`config.mk`:
```
export PLATFORM = sky130hd
export DESIGN_NAME = write_back
export DESIGN_NICKNAME = d
export VERILOG_FILES = /design/src/rtl/write_back_pkg.sv /design/src/rtl/write_back_load_align.sv /design/src/rtl/write_back.sv
export SDC_FILE = /design/constraint.sdc
export NUM_CORES = 1
export LEC_CHECK = 0
export ABC_AREA = 1
export ABC_CLOCK_PERIOD_IN_PS = 3200
export CORE_MARGIN = 2
export CORE_UTILIZATION = 32
export DETAILED_ROUTE_END_ITERATION = 10
export GPL_TIMING_DRIVEN = 0
export SLEW_MARGIN = 20
export SYNTH_ARGS = -nofsm -noshare
export SYNTH_HDL_FRONTEND = slang
export SYNTH_SLANG_ARGS = --single-unit
```
`constraint.sdc`:
```
create_clock -name clk -period 3.2 [get_ports clk]
set_clock_uncertainty 0.15 [all_clocks]
set_input_delay 0.64 -clock clk [delete_from_list [all_inputs] [get_ports clk]]
set_output_delay 0.64 -clock clk [all_outputs]
set_load 0.01 [all_outputs]
```
`src/rtl/write_back_pkg.sv`:
```
// Package: write_back_pkg
// Shared definitions for the write-back stage:
//  - load-size encodings (LS_BYTE / LS_HALF / LS_WORD)
//  - bit positions inside the writeBack control bus (WB_REGWRITE / WB_MEMTOREG)
//  - ZERO_REG, the hard-wired $zero register index
//  - get_byte(): big-endian byte-lane select from a 32-bit word
package write_back_pkg;

  localparam logic [1:0] LS_BYTE = 2'b00;
  localparam logic [1:0] LS_HALF = 2'b01;
  localparam logic [1:0] LS_WORD = 2'b10;

  localparam int WB_REGWRITE = 1;
  localparam int WB_MEMTOREG = 0;

  localparam int ZERO_REG = 0;

  // Big-endian lanes: offset 0 is the most significant byte of the word.
  function automatic logic [7:0] get_byte(input logic [31:0] word, input logic [1:0] off);
    logic [7:0] lane;
    case (off)
      2'd0:    lane = word[31:24];
      2'd1:    lane = word[23:16];
      2'd2:    lane = word[15:8];
      2'd3:    lane = word[7:0];
      default: lane = word[7:0];
    endcase
    return lane;
  endfunction

endpackage

```
`src/rtl/write_back_load_align.sv`:
```
// Module: write_back_load_align
// Pure combinational load-data alignment: picks the byte/half/word lane of the
// memory word addressed by the byte offset (big-endian) and sign- or
// zero-extends it to the datapath width.
// Ports:
//  - read_data      in   len  word read from data memory (latched)
//  - offset         in   2    byte offset, low two bits of the effective address
//  - load_size      in   2    LS_BYTE / LS_HALF / LS_WORD (2'b11 behaves as word)
//  - load_unsigned  in   1    1 = zero-extend, 0 = sign-extend
//  - load_data      out  len  aligned, extended load value
module write_back_load_align
  import write_back_pkg::*;
#(
  parameter int len = 32
) (
  input  logic [len-1:0] read_data,
  input  logic [1:0]     offset,
  input  logic [1:0]     load_size,
  input  logic           load_unsigned,
  output logic [len-1:0] load_data
);

  logic [7:0]  byte_lane;
  logic [15:0] half_lane;
  logic        byte_fill;
  logic        half_fill;

  // Lane select and extension.
  always_comb begin
    byte_lane = get_byte(read_data[31:0], offset);
    // A misaligned half uses only offset bit 1; bit 0 is ignored silently.
    if (offset[1]) begin
      half_lane = read_data[15:0];
    end else begin
      half_lane = read_data[31:16];
    end
    byte_fill = ~load_unsigned & byte_lane[7];
    half_fill = ~load_unsigned & half_lane[15];
    case (load_size)
      LS_BYTE: load_data = {{(len-8){byte_fill}}, byte_lane};
      LS_HALF: load_data = {{(len-16){half_fill}}, half_lane};
      LS_WORD: load_data = read_data;
      default: load_data = read_data;
    endcase
  end

endmodule

```
`src/rtl/write_back.sv`:
```
// Module: write_back
// Final (WB) stage of the MIPS pipeline: MEM/WB pipeline register followed by
// the write-back select (ALU result or aligned load data). Outputs depend only
// on the latch, so there is no combinational path from any in_* to an output.
// Optional feature macro: WB_RETIRE_COUNT_EN adds out_retired, a wrapping count
// of cycles in which the WB slot held a live instruction.
// Ports:
//  - clk                in   1    clock, posedge
//  - reset              in   1    asynchronous active-low reset
//  - in_valid           in   1    MEM stage presents a real instruction
//  - flush              in   1    kill the instruction being captured
//  - in_writeBack_bus   in   2    [1]=RegWrite, [0]=MemtoReg
//  - in_alu_result      in   len  ALU result / effective address
//  - in_read_data       in   len  data-memory read word
//  - in_write_register  in   NB   destination register index
//  - in_load_size       in   2    00 byte, 01 half, 10/11 word
//  - in_load_unsigned   in   1    1 = zero-extend sub-word load
//  - RegWrite           out  1    register-file write enable
//  - write_data         out  len  register-file write data
//  - write_register     out  NB   register-file write index
//  - out_valid          out  1    WB slot holds a live instruction
//  - out_retired        out  len  retire counter (WB_RETIRE_COUNT_EN only)
module write_back
  import write_back_pkg::*;
#(
  parameter int len = 32,
  parameter int NB  = $clog2(len)
) (
  input  logic           clk,
  input  logic           reset,
  input  logic           in_valid,
  input  logic           flush,
  input  logic [1:0]     in_writeBack_bus,
  input  logic [len-1:0] in_alu_result,
  input  logic [len-1:0] in_read_data,
  input  logic [NB-1:0]  in_write_register,
  input  logic [1:0]     in_load_size,
  input  logic           in_load_unsigned,
  output logic           RegWrite,
  output logic [len-1:0] write_data,
  output logic [NB-1:0]  write_register,
  output logic           out_valid
`ifdef WB_RETIRE_COUNT_EN
  ,
  output logic [len-1:0] out_retired
`endif
);

  logic           valid_q;
  logic [1:0]     wb_q;
  logic [len-1:0] alu_q;
  logic [len-1:0] rdata_q;
  logic [NB-1:0]  reg_q;
  logic [1:0]     ls_q;
  logic           lu_q;
  logic [len-1:0] load_data;

  // MEM/WB pipeline latch; flush turns the captured slot into a bubble but the
  // data fields still load since nothing downstream looks at them then.
  always_ff @(posedge clk or negedge reset) begin
    if (!reset) begin
      valid_q <= 1'b0;
      wb_q    <= 2'b00;
      alu_q   <= '0;
      rdata_q <= '0;
      reg_q   <= '0;
      ls_q    <= 2'b00;
      lu_q    <= 1'b0;
    end else begin
      valid_q <= in_valid & ~flush;
      wb_q    <= in_writeBack_bus;
      alu_q   <= in_alu_result;
      rdata_q <= in_read_data;
      reg_q   <= in_write_register;
      ls_q    <= in_load_size;
      lu_q    <= in_load_unsigned;
    end
  end

  write_back_load_align #(
    .len(len)
  ) u_load_align (
    .read_data    (rdata_q),
    .offset       (alu_q[1:0]),
    .load_size    (ls_q),
    .load_unsigned(lu_q),
    .load_data    (load_data)
  );

  // Write-back select and register-file write port.
  always_comb begin
    if (wb_q[WB_MEMTOREG]) begin
      write_data = load_data;
    end else begin
      write_data = alu_q;
    end
    // Writes to $zero are dropped here so the register file never sees them.
    RegWrite       = valid_q & wb_q[WB_REGWRITE] & (reg_q != NB'(ZERO_REG));
    write_register = reg_q;
    out_valid      = valid_q;
  end

`ifdef WB_RETIRE_COUNT_EN
  logic [len-1:0] retired_q;

  // Retire counter: counts every live WB slot, including non-writing ones; wraps naturally.
  always_ff @(posedge clk or negedge reset) begin
    if (!reset) begin
      retired_q <= '0;
    end else begin
      retired_q <= retired_q + {{(len-1){1'b0}}, valid_q};
    end
  end

  assign out_retired = retired_q;
`endif

endmodule
```
==> flow_summary.ini <==
[min_path]
worstHoldPathType = in2async

[place]
place_area_sq_um = 4390
port_buffers = 116
place_inst = 575
place_congestion = 0.839
hpwl_um = 6330

[yosys]
postSynth.asyncResetShare = 1.00
ys_seq_elements = 75
yosys-top-cells-area = dfrtp_1, nand2_1, a21oi_1
synth.avg_cell_area_sq_um = 9.25
ys_warn_count = 0
synth_cell_types = 21
synth_top_area_cell = dfrtp_1
yosys.area.top_type_share = 0.617
seq_area_frac_synth = 0.617
synthCells = 329
synth_common_cells = nand2_1, dfrtp_1, a21oi_1, nor2_1, inv_1
synth_nets = 407
synth_most_common_cell = nand2_1
synth_area_sq_um = 3040
synthFlopType = dfrtp_1
synth_edf_count = 0

[global_route]
grt_max_degree = 53
grt_pass1_wl_um = 13600
antenna_found_initial = 0
grt_pass1_vias = 2772
gr-total-overflow = 0
grt_use_total = 0.178

[pwr]
p_leak_nw = 2.16
vdd_drop_max_uv = 290
p_per_area_nw_per_um2 = 470

[timing]
clock.fmax_mhz = 327
tightestPinTransition_ns = 0.586
slew_headroom = 0.609
min_period_ns = 3.06
setup_viol = 0
drv_slew = 0
rsz0062_at_grt = true
hold_violations = 0
period_share = 0.956

[clock_tree]
cts-buffers-inserted = 9
cts_hold_buf = 0
clk_pin_slew_ns = 0.08
cts_root_buf = clkbuf_8
cts.sinks = 75
cts.htree.levels = 3
cts_tree = built
clockBufferDepth = 2

[setup_path]
cp_cell_sequence = buf_6 > nor2_1 > nand2_1 > nand2_1 > o21ai_0 > a31oi_1 > clkdlybuf4s50_1
crit_path_end_kind = primary output
critPathMostFrequentCell = nand2_1
critPathSlowestCell = clkdlybuf4s50_1
path_buf_inv = 2
max_stage_delay_ns = 0.56
critPathRequiredTime_ns = 2.41
crit_fanout = 10
crit_family = buffers and inverters
critPathArrivalTime_ns = 2.27
path_class = reg2out
start_kind = register

[cells_and_area]
nNetsFinal = 538
fill_cells = 871
final_cells = 594
synthToLayoutAreaGrowth_pct = 52.3
post-route-cell-area_sq_um = 4630
drive_gt1_frac = 0.116
n_antenna_cell = 0
fin_util = 0.501

[floorplanning]
core-area_sq_um = 9240
initial_core_util = 0.329
die_w_um = 101
die_y_um = 101
rows = 35
io_pins = 117
dieArea_sq_um = 10300

[drt]
ant_nets = 0
vias = 2655
drt_iter0_drc = 74
wl_um = 8470
first_pass_iters = 4
drc = 0
vias_per_cell = 4.47
avgRoutedWirePerCell_um = 14.3

[status]
status = complete, no violations

[job]
maxCapViolations = 0
## registers in the layout, indices dropped and copies added, names as in the netlist
name,cells
write_register,5
ls_q,2
alu_q,32
lu_q,1
out_valid,1
wb_q,2
rdata_q,32
## per-layer routing
layer,GRT usage,vias up,share of wire
met5,0,-,0
met4,0.0717,0,0.024
met3,0.0628,19,0.085
met2,0.271,104,0.45
met1,0.233,1231,0.44
li1,-,1301,-
## worst paths after layout
path | cells past startpoint | start | endpoint | slack, ns
max in group asynchronous | 2 | reset | rdata_q[22] | 2.31
hold / removal | 1 | reset | alu_q[10] | 0.03
min in group clk | 1 | in_write_register[2] | write_register[2] | 0.57
setup / recovery | 7 | alu_q[1] | write_data[5] | 0.14
## cell type report
cell class                      instances  area, sq um  area share
Sequential cell                        75         1880       0.405
Clock buffer                            9          124      0.0267
Tap cell                              129          161      0.0348
Buffer                                 14         87.6      0.0189
Multi-Input combinational cell        209          962       0.208
Clock inverter                          7         92.6      0.0200
Timing Repair Buffer                  120         1210       0.261
Inverter                               31          116      0.0251
## per-stage QoR
stage	total power [mW]	setup slack (ns)	TNS, ns	hold WS (ns)
after floorplan	1.17	1.17	0	0.194
after CTS	2.21	0.0920	0	0.0297
after global placement	1.41	-1.16	-86.73	0.935
after detailed placement	1.41	0.498	0	0.412
final	2.18	0.141	0	0.0340
after global routing	2.29	-0.0101	-0.0101	0.0435
## placed cells by master, fill, tap and decap left out
cell type	synthesis	layout
o22ai_1	1	1
inv_1	29	29
o211ai_1	1	1
clkbuf_1	7	6
nand2_2	1	1
dfrtp_1	75	75
clkdlybuf4s50_1	0	114
nor2_1	32	32
clkbuf_8	0	9
clkinvlp_4	0	3
clkinv_2	0	2
clkbuf_2	0	1
or2_2	17	17
a21oi_2	2	2
inv_2	2	2
bufinv_16	0	2
buf_16	0	1
buf_6	4	4
dlymetal6s2s_1	0	1
o21ai_1	1	1
o21ai_0	10	10
nor3_1	1	1
a31oi_1	5	5
nand3_1	18	18
nand2_1	80	80
a21oi_1	36	36
nand4_1	1	1
buf_4	0	4
buf_2	3	3
nand3_2	3	3
## where the power goes
| group | internal, mW | switching (mW) |
|---|---|---|
| logic | 0.209 | 0.165 |
| registers | 0.995 | 0.0232 |
| clock network | 0.436 | 0.351 |
| total | 1.64 | 0.539 |
## logic make-up after synthesis
| logic type | after synthesis | share of synthesized area |
|---|---|---|
| compound gates | 56 | 0.0979 |
| simple gates | 153 | 0.218 |
| buf+inv | 45 | 0.0666 |
| flops | 75 | 0.617 |
## what timing repair did
action | 4_1_cts | 5_1_grt
setup endpoints to repair | 0 | 13
gates resized for setup | 0 | 3
buffers inserted | 0 | 3
(Power assumes the default switching activity.)
